$ cat config.mk
export PLATFORM = sky130hd
export DESIGN_NAME = hex_disp_arbiter
export DESIGN_NICKNAME = d
export VERILOG_FILES = /design/src/rtl/hex_disp_arbiter_pkg.sv /design/src/rtl/hex_disp_arbiter_rr_pick.sv /design/src/rtl/hex_disp_arbiter.sv
export SDC_FILE = /design/constraint.sdc
export NUM_CORES = 1
export LEC_CHECK = 0
export ABC_AREA = 1
export BUFFER_PORTS_ARGS = -buffer_cell sky130_fd_sc_hd__buf_2
export CORE_UTILIZATION = 55
export DETAILED_ROUTE_END_ITERATION = 10
export PLACE_DENSITY = 0.94
export SLEW_MARGIN = 20
export SYNTH_ARGS = -nofsm -noshare
export SYNTH_HDL_FRONTEND = slang
export SYNTH_HIERARCHICAL = 1
export SYNTH_SLANG_ARGS = --single-unit
$ cat constraint.sdc
create_clock -name clk -period 6.1 [get_ports clk]
set_input_delay 1.525 -clock clk [delete_from_list [all_inputs] [get_ports clk]]
set_output_delay 1.525 -clock clk [all_outputs]
set_load 0.005 [all_outputs]
$ cat src/rtl/hex_disp_arbiter_pkg.sv
// Shared definitions for the seven-segment display arbiter.
// Holds the display word width, the FSM state encodings, the word shown
// while the display is blanked, and a small sizing helper.
package hex_disp_arbiter_pkg;

  localparam int DISP_W = 32;

  // FSM state encodings
  localparam logic [1:0] ST_IDLE  = 2'd0;
  localparam logic [1:0] ST_SHOW  = 2'd1;
  localparam logic [1:0] ST_BLANK = 2'd2;

  // Word driven to the scan block whenever nobody owns the display
  localparam logic [DISP_W-1:0] DISP_BLANK = 32'h0;

  // Largest of three values; used to size the shared dwell/blank counter
  function automatic int max3(input int a, input int b, input int c);
    int m;
    m = a;
    if (b > m) m = b;
    if (c > m) m = c;
    return m;
  endfunction

endpackage

$ cat src/rtl/hex_disp_arbiter_rr_pick.sv
// rr_pick: combinational round-robin selector.
// Returns the first asserted request found scanning from ptr upward with
// wrap-around modulo N_REQ.
// Ports:
//   req    in  N_REQ  request vector
//   ptr    in  3      index where the scan starts (must be < N_REQ)
//   valid  out 1      at least one request is asserted
//   idx    out 3      index of the selected request
//   onehot out N_REQ  one-hot form of idx, all zero when valid is low
module rr_pick #(
  parameter int N_REQ = 4
) (
  input  logic [N_REQ-1:0] req,
  input  logic [2:0]       ptr,
  output logic             valid,
  output logic [2:0]       idx,
  output logic [N_REQ-1:0] onehot
);

  // Zero-padded copy so a 3-bit index is always in range
  logic [7:0] req_pad;
  logic [3:0] pos;

  assign req_pad = 8'(req);

  // Scan from the far end back toward ptr so the candidate closest to ptr
  // is written last and wins, without needing an early loop exit.
  always_comb begin
    valid = 1'b0;
    idx   = 3'd0;
    pos   = 4'd0;
    for (int k = N_REQ - 1; k >= 0; k--) begin
      pos = {1'b0, ptr} + 4'(k);
      if (pos >= 4'(N_REQ)) pos = pos - 4'(N_REQ);
      if (req_pad[pos[2:0]]) begin
        valid = 1'b1;
        idx   = pos[2:0];
      end
    end
  end

  generate
    for (genvar gi = 0; gi < N_REQ; gi++) begin : g_onehot
      assign onehot[gi] = valid && (idx == 3'(gi));
    end
  endgenerate

endmodule

$ cat src/rtl/hex_disp_arbiter.sv
// hex_disp_arbiter: shares the 8-digit seven-segment display between
// N_REQ requesters. Round-robin selection, a minimum dwell per owner while
// others wait, and an optional blank gap between owners.
// Ports:
//   clk        in  1           system clock
//   reset      in  1           synchronous, active-high reset
//   req        in  N_REQ       level requests; hold high to keep the display
//   req_data   in  N_REQ*32    requester i word at [32*i+31:32*i]
//   grant      out N_REQ       one-hot current owner, zero outside SHOW
//   owner      out 3           index of current or last owner
//   disp_data  out 32          word to the scan block
//   disp_en    out 1           display enable to the scan block
module hex_disp_arbiter
  import hex_disp_arbiter_pkg::*;
#(
  parameter int N_REQ     = 4,
  parameter int DWELL_CYC = 50_000_000,
  parameter int BLANK_CYC = 5_000_000
) (
  input  logic                    clk,
  input  logic                    reset,
  input  logic [N_REQ-1:0]        req,
  input  logic [N_REQ*DISP_W-1:0] req_data,
  output logic [N_REQ-1:0]        grant,
  output logic [2:0]              owner,
  output logic [DISP_W-1:0]       disp_data,
  output logic                    disp_en
);

  // One counter serves both dwell and blank timing
  localparam int CNT_W = $clog2(max3(DWELL_CYC, BLANK_CYC, 2));
  localparam logic [CNT_W-1:0] DWELL_LAST = CNT_W'(DWELL_CYC - 1);
  localparam int BLANK_LAST_I = (BLANK_CYC > 0) ? BLANK_CYC - 1 : 0;
  localparam logic [CNT_W-1:0] BLANK_LAST = CNT_W'(BLANK_LAST_I);

  logic [1:0]        state_reg, state_next;
  logic [N_REQ-1:0]  grant_reg, grant_next;
  logic [2:0]        owner_reg, owner_next;
  logic [DISP_W-1:0] data_reg, data_next;
  logic              en_reg, en_next;
  logic [2:0]        ptr_reg, ptr_next;
  logic [CNT_W-1:0]  cnt_reg, cnt_next;

  logic              pick_valid;
  logic [2:0]        pick_idx;
  logic [N_REQ-1:0]  pick_onehot;

  logic [DISP_W-1:0] word [N_REQ];
  logic [DISP_W-1:0] owner_word;
  logic [DISP_W-1:0] pick_word;
  logic              owner_drop;
  logic              others_waiting;
  logic              dwell_done;
  logic [2:0]        owner_inc;

  rr_pick #(.N_REQ(N_REQ)) u_pick (
    .req    (req),
    .ptr    (ptr_reg),
    .valid  (pick_valid),
    .idx    (pick_idx),
    .onehot (pick_onehot)
  );

  generate
    for (genvar gi = 0; gi < N_REQ; gi++) begin : g_words
      assign word[gi] = req_data[gi*DISP_W +: DISP_W];
    end
  endgenerate

  // grant_reg is the one-hot owner while in SHOW, so it doubles as the
  // owner's select mask; the arbitration result selects the new word.
  always_comb begin
    owner_word = DISP_BLANK;
    pick_word  = DISP_BLANK;
    for (int i = 0; i < N_REQ; i++) begin
      if (grant_reg[i])   owner_word = word[i];
      if (pick_onehot[i]) pick_word  = word[i];
    end
  end

  assign owner_drop     = ~|(req & grant_reg);
  assign others_waiting = |(req & ~grant_reg);
  assign dwell_done     = (cnt_reg == DWELL_LAST);
  assign owner_inc      = (owner_reg == 3'(N_REQ - 1)) ? 3'd0 : owner_reg + 3'd1;

  always_comb begin
    state_next = state_reg;
    grant_next = grant_reg;
    owner_next = owner_reg;
    data_next  = data_reg;
    en_next    = en_reg;
    ptr_next   = ptr_reg;
    cnt_next   = cnt_reg;
    case (state_reg)
      ST_IDLE: begin
        grant_next = '0;
        data_next  = DISP_BLANK;
        en_next    = 1'b0;
        if (pick_valid) begin
          grant_next = pick_onehot;
          owner_next = pick_idx;
          data_next  = pick_word;
          en_next    = 1'b1;
          cnt_next   = '0;
          state_next = ST_SHOW;
        end
      end
      ST_SHOW: begin
        // An owner drop takes priority; a coincident expiry ends the same way
        if (owner_drop || (dwell_done && others_waiting)) begin
          grant_next = '0;
          data_next  = DISP_BLANK;
          en_next    = 1'b0;
          ptr_next   = owner_inc;
          cnt_next   = '0;
          state_next = (BLANK_CYC > 0) ? ST_BLANK : ST_IDLE;
        end else begin
          data_next = owner_word;
          en_next   = 1'b1;
          // Saturate: an unchallenged owner keeps the display indefinitely
          if (!dwell_done) cnt_next = cnt_reg + CNT_W'(1);
        end
      end
      ST_BLANK: begin
        grant_next = '0;
        data_next  = DISP_BLANK;
        en_next    = 1'b0;
        if (cnt_reg == BLANK_LAST) begin
          cnt_next   = '0;
          state_next = ST_IDLE;
        end else begin
          cnt_next = cnt_reg + CNT_W'(1);
        end
      end
      default: begin
        grant_next = '0;
        data_next  = DISP_BLANK;
        en_next    = 1'b0;
        cnt_next   = '0;
        state_next = ST_IDLE;
      end
    endcase
  end

  always_ff @(posedge clk) begin
    if (reset) begin
      state_reg <= ST_IDLE;
      grant_reg <= '0;
      owner_reg <= 3'd0;
      data_reg  <= DISP_BLANK;
      en_reg    <= 1'b0;
      ptr_reg   <= 3'd0;
      cnt_reg   <= '0;
    end else begin
      state_reg <= state_next;
      grant_reg <= grant_next;
      owner_reg <= owner_next;
      data_reg  <= data_next;
      en_reg    <= en_next;
      ptr_reg   <= ptr_next;
      cnt_reg   <= cnt_next;
    end
  end

  assign grant     = grant_reg;
  assign owner     = owner_reg;
  assign disp_data = data_reg;
  assign disp_en   = en_reg;

endmodule

==> impl_metrics.py, run 1 <==
metrics = {
    "yosys": {
        "yosys.area.top_type": "dfxtp_1",
        "yosys_warnings": 6,
        "syn_inst": 910,
        "synth_nets": 1051,
        "synth_common_cells": "nand2_1 (202), a21oi_1 (103), nor2_1 (96), inv_1 (73), dfxtp_1 (71)",
        "async_flop_share": 0,
        "synth_area_um2": 5600,
        "ys_seq_area_frac": 0.254,
        "ys_types": 45,
        "yosys-top-cells-area": "dfxtp_1 (25%), nand2_1 (14%), a21oi_1 (9.2%)",
        "synth.most_common_cell": "nand2_1",
        "synth_edf_count": 0,
        "synth_flop_cell": "dfxtp_1",
        "syn_avg_cell_area_um2": 6.16,
        "ys_ff_latch": 71,
        "synth_top_cell_area_share": 0.254,
    },
    "die": {
        "die_area_um2": 10600,
        "design.core.area_um2": 9820,
        "start_util": 0.571,
        "num_io_pins": 174,
        "num_rows": 36,
        "die_y_um": 103,
        "die-width_um": 103,
    },
    "clocking": {
        "cts-root-buf": "clkbuf_8",
        "cts_resized": 0,
        "cts.sinks": 71,
        "post_cts_buffers": 0,
        "worst_skew_pair.late_latency_ns": 0.36,
        "cts_tree": "yes",
        "clockBufferDepth": 2,
        "cts_buffers": 9,
        "clk_pin_slew_ns": 0.07,
        "htreeDepth": 3,
        "cts_hold_buffers": 0,
    },
    "critical_path": {
        "critPathLaunchType": "input port",
        "max_stage_delay_ns": 0.75,
        "worstPathBufferInverterCount": 6,
        "path_cells": "buf_2 > inv_1 > nand2_1 > nand3_1 > nand2_1 > inv_1 > nand3_1 > nand2_1 > nand2_1 > nand2_2 > nand2_1 > inv_1 > buf_4 > clkinv_1 > nor2_1 > o21ai_0 > a21oi_1",
        "worstPathRequired_ns": 6.37,
        "cp_top_family": "simple AND/OR/NAND/NOR gates",
        "cpMostUsedCell": "nand2_1",
        "cp_max_fo": 26,
        "worst-setup-path-type": "in -> reg",
        "crit_arrival_ns": 4.63,
        "cp-end-kind": "flop",
        "crit_slowest_cell": "nor2_1",
    },
    "cells_and_area": {
        "nets": 1182,
        "multiInputGateArea_um2": 3620,
        "syn_to_final_growth_pct": 19.5,
        "n_fill_cell": 905,
        "drive_gt1_frac": 0.215,
        "largest_reg_flops": 32,
        "post-route-util": 0.682,
        "seqCellArea_um2": 1420,
    },
    "pwr": {
        "intPower_w": 0.00168,
        "p_sw_w": 0.00178,
        "cellPowerDensity_nw_per_um2": 516,
        "leakagePower_nw": 2.92,
        "clkPwrFrac": 0.147,
        "comb_power_share": 0.670,
        "ir_drop_uv": 379,
        "power_frac_seq": 0.183,
        "switching_share": 0.514,
        "p_total_w": 0.00346,
    },
    "sta": {
        "hold_ws_ns": 0.491,
        "hold_viol": 0,
        "final.min_clock_period_ns": 4.36,
        "final_max_slew_viol_count": 0,
        "rsz0062_at_grt": "false",
        "finalCritPeriodShare": 0.715,
        "fmax_ghz": 0.229,
        "fin_skew_ns": 0.0112,
        "finalSetupTns_ns": 0,
        "worstMarginPinSlew_ns": 1.08,
        "setup_viol": 0,
        "relSlewSlack": 0.279,
        "setup_ws_ns": 1.74,
    },
    "drt": {
        "viasPerCell": 6.14,
        "drtIter0Drc": 642,
        "num_vias": 7246,
        "wl_um": 19000,
        "wire_per_inst_um": 16.1,
        "ant_nets": 0,
        "first_pass_iters": 7,
        "drcViolationCount": 0,
    },
    "job": {
        "cap_violations": 0,
    },
    "grt": {
        "antenna_found_initial": 0,
        "overflow": 0,
        "grt_pass1_vias": 6451,
        "grt_pass1_wl_um": 29800,
        "grt.total_usage": 0.357,
        "grt_max_degree": 51,
    },
    "place": {
        "io_buffer_count": 173,
        "gp_congestion": 0.943,
        "dp_hpwl_um": 13300,
        "post-place-ws_ns": 1.47,
    },
    "worst_hold_path": {
        "hp-class": "reg -> reg",
    },
    "run_status": {
        "status": "finished, final reports clean",
    },
}
placed cells by master, fill, tap and decap left out, drive strengths merged:
cell,count
or2,2
clkinv,3
nor3,16
a22oi,24
ha,7
a21oi,105
o21bai,1
nand2,210
a221oi,4
a31oi,13
o211a,1
o22ai,4
bufinv,4
inv,79
nor2,100
xor2,8
o311ai,6
nand4,10
conb,1
o21ai,54
clkbuf,9
o21a,1
o221ai,8
clkinvlp,1
and2,1
xnor2,1
buf,179
dfxtp,71
o211ai,48
diode,1
nand3b,2
nand3,73
worst min-delay path, cell delays in order, from the launching register on:
cell and delay [ns]:
dfxtp_1 0.33, nand2_1 0.07, a21oi_1 0.05
per-layer routing:
layer / global-route usage / part of all wire
met3: 0.0841 / 0.10
met5: 0 / 0
met1: 0.414 / 0.37
met4: 0.213 / 0.045
met2: 0.599 / 0.48
power groups by stage:
stage          Sequential (W)  Clock [W]  Combinational, W
2_1_floorplan        0.000623          0           0.00176
3_3_place_gp         0.000637          0           0.00219
3_5_place_dp         0.000639          0           0.00224
4_1_cts              0.000630   0.000512           0.00225
5_1_grt              0.000643   0.000528           0.00255
6_report             0.000632   0.000509           0.00232
layout make-up:
type                            count  area share
Sequential cell                    71       0.212
Tap cell                          133      0.0249
Clock buffer                        9      0.0185
Clock inverter                      7      0.0217
Inverter                           80      0.0452
Timing Repair Buffer              179       0.136
Multi-Input combinational cell    700       0.541
Antenna cell                        1    0.000374
per-stage QoR:
| stage | cells | instance area [µm²] |
|---|---|---|
| after floorplan | 910 | 5600 |
| after global placement | 1163 | 6420 |
| after detailed placement | 1163 | 6420 |
| after CTS | 1179 | 6690 |
| after global routing | 1179 | 6690 |
| final | 1180 | 6700 |
cell families after synthesis:
family	after synthesis	share of synthesized area
AOI/OAI and AO/OA	269	0.293
adders and majority gates	7	0.0156
xor gates and xnor gates	9	0.0141
DFF	71	0.254
buffers and inverters	139	0.102
other	1	0.000669
and+or+nand+nor	414	0.322
path summary, 6_finish.rpt:
path | from | to | slack [ns] | cells past startpoint
worst max register to register | ptr_reg[0]$_SDFFE_PP0P_ | disp_data[11]$_SDFF_PP0_ | 2.06 | 17
worst min-delay path | state_reg[0]$_SDFFE_PP0P_ | state_reg[0]$_SDFFE_PP0P_ | 0.49 | 2
worst min register to register | state_reg[0]$_SDFFE_PP0P_ | state_reg[0]$_SDFFE_PP0P_ | 0.49 | 2
worst max-delay path | req[3] | disp_data[11]$_SDFF_PP0_ | 1.74 | 17
Note: power is estimated with default switching activity, not from simulation.
==> run 2: changes to the inputs <==
CORE_UTILIZATION = 53   (was 55)
PLACE_DENSITY = 0.91   (was 0.94)
clock period = 4.2 ns   (was 6.1 ns; I/O delays follow)
==> run 2 against run 1 <==
  * Sequential cell count is the same
  * Count of clock-buffer cells in the layout is 2 higher
  * Clock power up 28%
  * Final cell count rose by 1.0%
  * First-iteration DRC count increased by 41%
  * Via count shrank 0.17%
  * Power increased by 45%
  * Non-clock buffer count increased by 8
==> impl_metrics.py, run 2 (synthesis results as in run 1) <==
metrics = {
    "run_status": {
        "status": "finished, final reports clean",
    },
    "sta": {
        "finalCritPeriodShare": 0.794,
        "hold_ws_ns": 0.504,
        "fmax_ghz": 0.300,
        "relSlewSlack": 0.423,
        "worstMarginPinSlew_ns": 0.865,
        "final.min_clock_period_ns": 3.33,
        "hold_viol": 0,
        "fin_skew_ns": 0.0157,
        "final_max_slew_viol_count": 0,
        "rsz0062_at_grt": "false",
        "setup_viol": 0,
        "finalSetupTns_ns": 0,
    },
    "grt": {
        "grt_pass1_vias": 6804,
        "grt.total_usage": 0.357,
        "grt_max_degree": 51,
        "grt_pass1_wl_um": 32000,
        "overflow": 0,
        "antenna_found_initial": 2,
    },
    "drt": {
        "drtIter0Drc": 906,
        "wl_um": 19300,
        "first_pass_iters": 7,
        "wire_per_inst_um": 16.2,
        "num_vias": 7234,
        "viasPerCell": 6.07,
        "ant_nets": 0,
        "drcViolationCount": 0,
    },
    "critical_path": {
        "cp_max_fo": 28,
        "worstPathRequired_ns": 4.49,
        "crit_arrival_ns": 3.62,
        "cp-end-kind": "flop",
        "regToRegSetupSlack_ns": 0.87,
        "r2r_end": "disp_data[22]$_SDFF_PP0_",
        "worst-setup-path-type": "reg -> reg",
        "r2r_start": "ptr_reg[0]$_SDFFE_PP0P_",
        "r2r_cells": 17,
        "critPathLaunchType": "flop",
    },
    "job": {
        "cap_violations": 0,
    },
    "pwr": {
        "leakagePower_nw": 2.94,
        "cellPowerDensity_nw_per_um2": 748,
        "ir_drop_uv": 602,
    },
    "worst_hold_path": {
        "whs_path_depth": 2,
        "hold_end": "cnt_reg[1]$_SDFFE_PP0P_",
        "hp-start": "cnt_reg[1]$_SDFFE_PP0P_",
        "hp-class": "reg -> reg",
    },
    "clocking": {
        "clk_pin_slew_ns": 0.09,
        "cts_buffers": 9,
        "cts.sinks": 71,
        "htreeDepth": 3,
        "clockBufferDepth": 2,
        "cts-root-buf": "clkbuf_8",
        "cts_resized": 0,
        "cts_hold_buffers": 0,
        "post_cts_buffers": 0,
        "worst_skew_pair.late_latency_ns": 0.37,
        "cts_tree": "yes",
    },
    "die": {
        "die_y_um": 105,
        "design.core.area_um2": 10300,
        "num_rows": 37,
        "die-width_um": 105,
        "num_io_pins": 174,
        "die_area_um2": 11000,
        "start_util": 0.545,
    },
    "cells_and_area": {
        "final_common_cell": "nand2_1",
        "syn_to_final_growth_pct": 20.0,
        "seqCellArea_um2": 1420,
        "n_fill_cell": 958,
        "stdcell_count": 1192,
        "drive_gt1_frac": 0.221,
        "final_cell_mix": "nand2_1 (202), buf_2 (173), a21oi_1 (103), nor2_1 (95), inv_1 (73)",
        "multiInputGateArea_um2": 3620,
        "nets": 1190,
        "largest_reg_flops": 32,
    },
    "place": {
        "io_buffer_count": 173,
        "dp.cells": 1174,
        "dp_hpwl_um": 13700,
        "gp_congestion": 0.979,
    },
}
[run 2: changes by cell type in the layout (fill, tap and decap cells not counted), sizes merged]
cell and change:
buf +8, diode +1, clkinvlp +1, clkbuf +2
bufinv -2, clkinv -1
[run 2: worst max-delay path by stage]
stage	slack, ns	start	end	cells after the start
final	0.87	ptr_reg[0]$_SDFFE_PP0P_	disp_data[22]$_SDFF_PP0_	17
after global routing	0.57	ptr_reg[0]$_SDFFE_PP0P_	disp_data[13]$_SDFF_PP0_	17
after CTS	1.01	ptr_reg[0]$_SDFFE_PP0P_	disp_data[4]$_SDFF_PP0_	17
after detailed placement	0.77	req[3]	disp_data[4]$_SDFF_PP0_	17
after global placement	0.90	req[3]	disp_data[24]$_SDFF_PP0_	17
after floorplan	1.26	req[3]	disp_data[21]$_SDFF_PP0_	16
[run 2: area by class of cell]
type / count / share of cell area
Antenna cell: 2 / 0.000744
Clock buffer: 11 / 0.0225
Clock inverter: 5 / 0.0119
Inverter: 80 / 0.0450
Multi-Input combinational cell: 700 / 0.539
Sequential cell: 71 / 0.211
Tap cell: 136 / 0.0253
Timing Repair Buffer: 187 / 0.144
[run 2: where the power goes]
group          internal (W)  leakage, nW  switching, W  total [W]
clock network      0.000366        0.112      0.000288   0.000654
logic               0.00122         2.25       0.00225    0.00347
registers          0.000814        0.579     0.0000909   0.000905
[run 2: routing by layer]
| layer | up-vias | part of all wire | GRT usage |
|---|---|---|---|
| met5 | - | 0 | 0 |
| met4 | 0 | 0.053 | 0.205 |
| met3 | 104 | 0.12 | 0.0905 |
| met2 | 512 | 0.45 | 0.565 |
| met1 | 3207 | 0.38 | 0.439 |
| li1 | 3411 | - | - |
[run 2: through the flow]
stage               setup WS [ns]  utilization  total power (W)  area (µm²)
floorplan                    1.26            -          0.00346        5600
global placement            0.896        0.631          0.00419        6490
detailed placement          0.775        0.631          0.00427        6490
CTS                          1.01        0.654          0.00494        6720
global route                0.572        0.654          0.00545        6720
finish                      0.866        0.654          0.00503        6720
[run 2: worst max-delay path: stages (launching register included)]
cell and delay [ns]:
dfxtp_1 0.53, inv_2 0.14, ha_1 0.33, inv_1 0.09, nand3_1 0.11, nand3_2 0.12
or2_0 0.22, nand2_1 0.11, nand2_2 0.10, inv_2 0.06, nor2_2 0.03, inv_1 0.13
nand2_1 0.16, inv_2 0.46, a22oi_1 0.15, o21ai_0 0.21, o211ai_1 0.11, a31oi_1 0.18
==> run 3: changes to the inputs <==
ABC_AREA = 0   (was 1)
CORE_UTILIZATION = 52   (was 53)
clock period = 3.1 ns   (was 4.2 ns; I/O delays follow)
==> run 3 against run 2 <==
  * Global-route usage fell by 0.97 points
  * Cell area rose by 0.61%
  * Utilization rose by 3.5 points
  * Synthesized cell count fell by 20%
  * Register-to-register slack got worse by 0.71 ns
  * Die area fell by 3.9%
  * Clock power rose by 43%
  * Critical path depth fell by 11
  * Non-clock buffer count rose by 33
  * Critical path type unchanged
  * Largest cell class unchanged
==> impl_metrics.py, run 3 <==
metrics = {
    "worst_hold_path": {
        "hold_end": "cnt_reg[25]$_SDFFE_PP0P_",
        "hp-start": "cnt_reg[25]$_SDFFE_PP0P_",
        "hp-class": "reg -> reg",
        "whs_path_depth": 1,
    },
    "drt": {
        "wl_met3_um": 1850,
        "routed.top_layer": "met4",
        "met2_length_um": 8270,
        "met1_length_um": 7030,
        "ant_nets": 0,
        "wire_per_inst_um": 17.2,
        "wl_um": 17800,
        "viasPerCell": 6.42,
        "drcViolationCount": 0,
        "drtIter0Drc": 700,
        "first_pass_iters": 5,
        "num_vias": 6633,
    },
    "die": {
        "die-width_um": 103,
        "design.core.area_um2": 9820,
        "num_rows": 36,
        "num_io_pins": 174,
        "start_util": 0.537,
        "die_y_um": 103,
        "die_area_um2": 10600,
    },
    "critical_path": {
        "crit_arrival_ns": 3.16,
        "max_stage_delay_ns": 0.66,
        "r2r_start": "cnt_reg[8]$_SDFFE_PP0P_",
        "cp-end-kind": "flop",
        "critPathLaunchType": "flop",
        "r2r_end": "cnt_reg[22]$_SDFFE_PP0P_",
        "crit_slowest_cell": "or4_1",
        "r2r_cells": 6,
        "worst-setup-path-type": "reg -> reg",
        "regToRegSetupSlack_ns": 0.16,
        "path_cells": "or4b_1 > or4_1 > o31ai_4 > a21oi_2 > o21ai_0 > a31oi_1",
        "worstPathRequired_ns": 3.31,
        "cp_max_fo": 24,
    },
    "yosys": {
        "synth_area_um2": 5280,
        "synth_common_cells": "a21oi_1 (84), dfxtp_1 (71), nand2_1 (66), nor2b_1 (59), nor3_1 (59)",
        "synth_nets": 871,
        "ys_ff_latch": 71,
        "synth_edf_count": 0,
        "synth_top_cell_area_share": 0.269,
        "synth_flop_cell": "dfxtp_1",
        "syn_inst": 730,
        "yosys_warnings": 6,
        "ys_seq_area_frac": 0.269,
        "yosys.area.top_type": "dfxtp_1",
        "yosys-top-cells-area": "dfxtp_1 (27%), a221oi_1 (8.5%), a21oi_1 (8.0%)",
        "async_flop_share": 0,
        "syn_avg_cell_area_um2": 7.23,
        "ys_types": 57,
        "synth.most_common_cell": "a21oi_1",
    },
    "run_status": {
        "status": "finished, final reports clean",
    },
    "sta": {
        "worstMarginPinSlew_ns": 1.11,
        "setup_viol": 0,
        "hold_viol": 0,
        "finalCritPeriodShare": 0.950,
        "fin_skew_ns": 0.00964,
        "final_max_slew_viol_count": 0,
        "hold_ws_ns": 0.496,
        "fmax_ghz": 0.340,
        "final.min_clock_period_ns": 2.94,
        "relSlewSlack": 0.263,
    },
    "cells_and_area": {
        "n_fill_cell": 826,
        "final_cell_mix": "buf_2 (173), a21oi_1 (84), dfxtp_1 (68), nand2_1 (66), nor3_1 (59)",
        "drive_gt1_frac": 0.288,
        "largest_reg_flops": 32,
        "seqCellArea_um2": 1430,
        "multiInputGateArea_um2": 3590,
        "syn_to_final_growth_pct": 28.2,
        "final_common_cell": "buf_2",
        "stdcell_count": 1033,
        "nets": 1035,
        "design_area_um2": 6770,
    },
    "clocking": {
        "htreeDepth": 3,
        "clockBufferDepth": 2,
        "cts_tree": "yes",
        "cts-root-buf": "clkbuf_8",
        "post_cts_buffers": 0,
        "cts_buffers": 9,
        "clk_pin_slew_ns": 0.08,
        "worst_skew_pair.late_latency_ns": 0.35,
        "cts_hold_buffers": 0,
        "cts.sinks": 71,
    },
    "place": {
        "gp_congestion": 0.940,
        "dpl_cell_area_um2": 6490,
        "dp.cells": 1016,
        "io_buffer_count": 173,
        "dp_hpwl_um": 12500,
    },
    "grt": {
        "grt.total_usage": 0.347,
        "overflow": 0,
        "grt_pass1_wl_um": 29000,
        "grt_max_degree": 67,
        "grt_pass1_vias": 6161,
        "antenna_found_initial": 0,
    },
    "pwr": {
        "p_total_w": 0.00628,
        "cellPowerDensity_nw_per_um2": 929,
        "leakagePower_nw": 2.70,
        "ir_drop_uv": 572,
    },
    "job": {
        "cap_violations": 0,
    },
}
==> run 3: cell count changes after synthesis, moves of 10 or more <==
cell	delta
nand3_1	-44
o211ai_1	-46
nand2b_1	+15
inv_1	-59
o21ai_0	-30
a21oi_1	-19
a221oi_1	+47
clkbuf_1	+13
nor2b_1	+59
nor2_1	-50
o22a_1	+25
mux2i_1	+10
nand2_1	-136
nor3_1	+45
==> run 3: final cells by class <==
type	count	share of cell area
Sequential cell	71	0.211
Multi-Input combinational cell	578	0.531
Tap cell	133	0.0246
Clock buffer	10	0.0203
Clock inverter	6	0.0159
Antenna cell	1	0.000370
Timing Repair Buffer	220	0.189
Inverter	14	0.00777
==> run 3: what timing repair did <==
item                                   4_1_cts  5_1_grt
endpoints found under the hold margin        0        0
gates resized for setup                      0        7
setup endpoints to repair                    0       46
==> run 3: worst max path at each step <==
| stage | startpoint | end | slack [ns] |
|---|---|---|---|
| floorplan | ptr_reg[0]$_SDFFE_PP0P_ | disp_data[5]$_SDFF_PP0_ | 0.001 |
| global placement | req[2] | disp_data[29]$_SDFF_PP0_ | -0.04 |
| detailed placement | req[2] | disp_data[29]$_SDFF_PP0_ | -0.1 |
| CTS | ptr_reg[0]$_SDFFE_PP0P_ | disp_data[29]$_SDFF_PP0_ | 0.05 |
| global route | ptr_reg[1]$_SDFFE_PP0P_ | disp_data[0]$_SDFF_PP0_ | -0.02 |
| finish | cnt_reg[8]$_SDFFE_PP0P_ | cnt_reg[22]$_SDFFE_PP0P_ | 0.16 |
==> run 3: routing by layer <==
metal	up-vias	track usage
met5	-	0
met4	0	0.169
met3	75	0.0834
met2	436	0.556
met1	3044	0.438
li1	3078	-
==> run 3: logic make-up (layout without fill, tap and decap cells) <==
logic type,after synthesis,count (layout),synth area share
AND/OR/NAND/NOR,307,307,0.300
AO/OA/AOI/OAI,252,252,0.329
buffers and inverters,81,250,0.0612
adder cells (fa/ha/maj),7,7,0.0166
multiplexers,11,11,0.0232
other,1,2,0.000711
flip-flops,71,71,0.269
==> run 3: where the power goes <==
group / switching, W / leakage (nW) / internal, W
Clock: 0.000380 / 0.122 / 0.000554
Sequential: 0.000121 / 0.578 / 0.00116
Combinational: 0.00217 / 1.99 / 0.00190
Total: 0.00267 / 2.70 / 0.00361
==> run 3: critical path: cells and delay by family (launching register included) <==
kind	cells	cell delay, ns
and+or+nand+nor	2	1.19
AOI/OAI and AO/OA	4	1.25
DFF	1	0.37
==> run 3: stage by stage <==
stage               utilization  setup slack [ns]  TNS [ns]
floorplan                     -           0.00141         0
global placement          0.661           -0.0437    -0.682
detailed placement        0.661           -0.0999     -1.46
CTS                       0.686            0.0513         0
global route              0.689           -0.0171   -0.0208
finish                    0.689             0.156         0
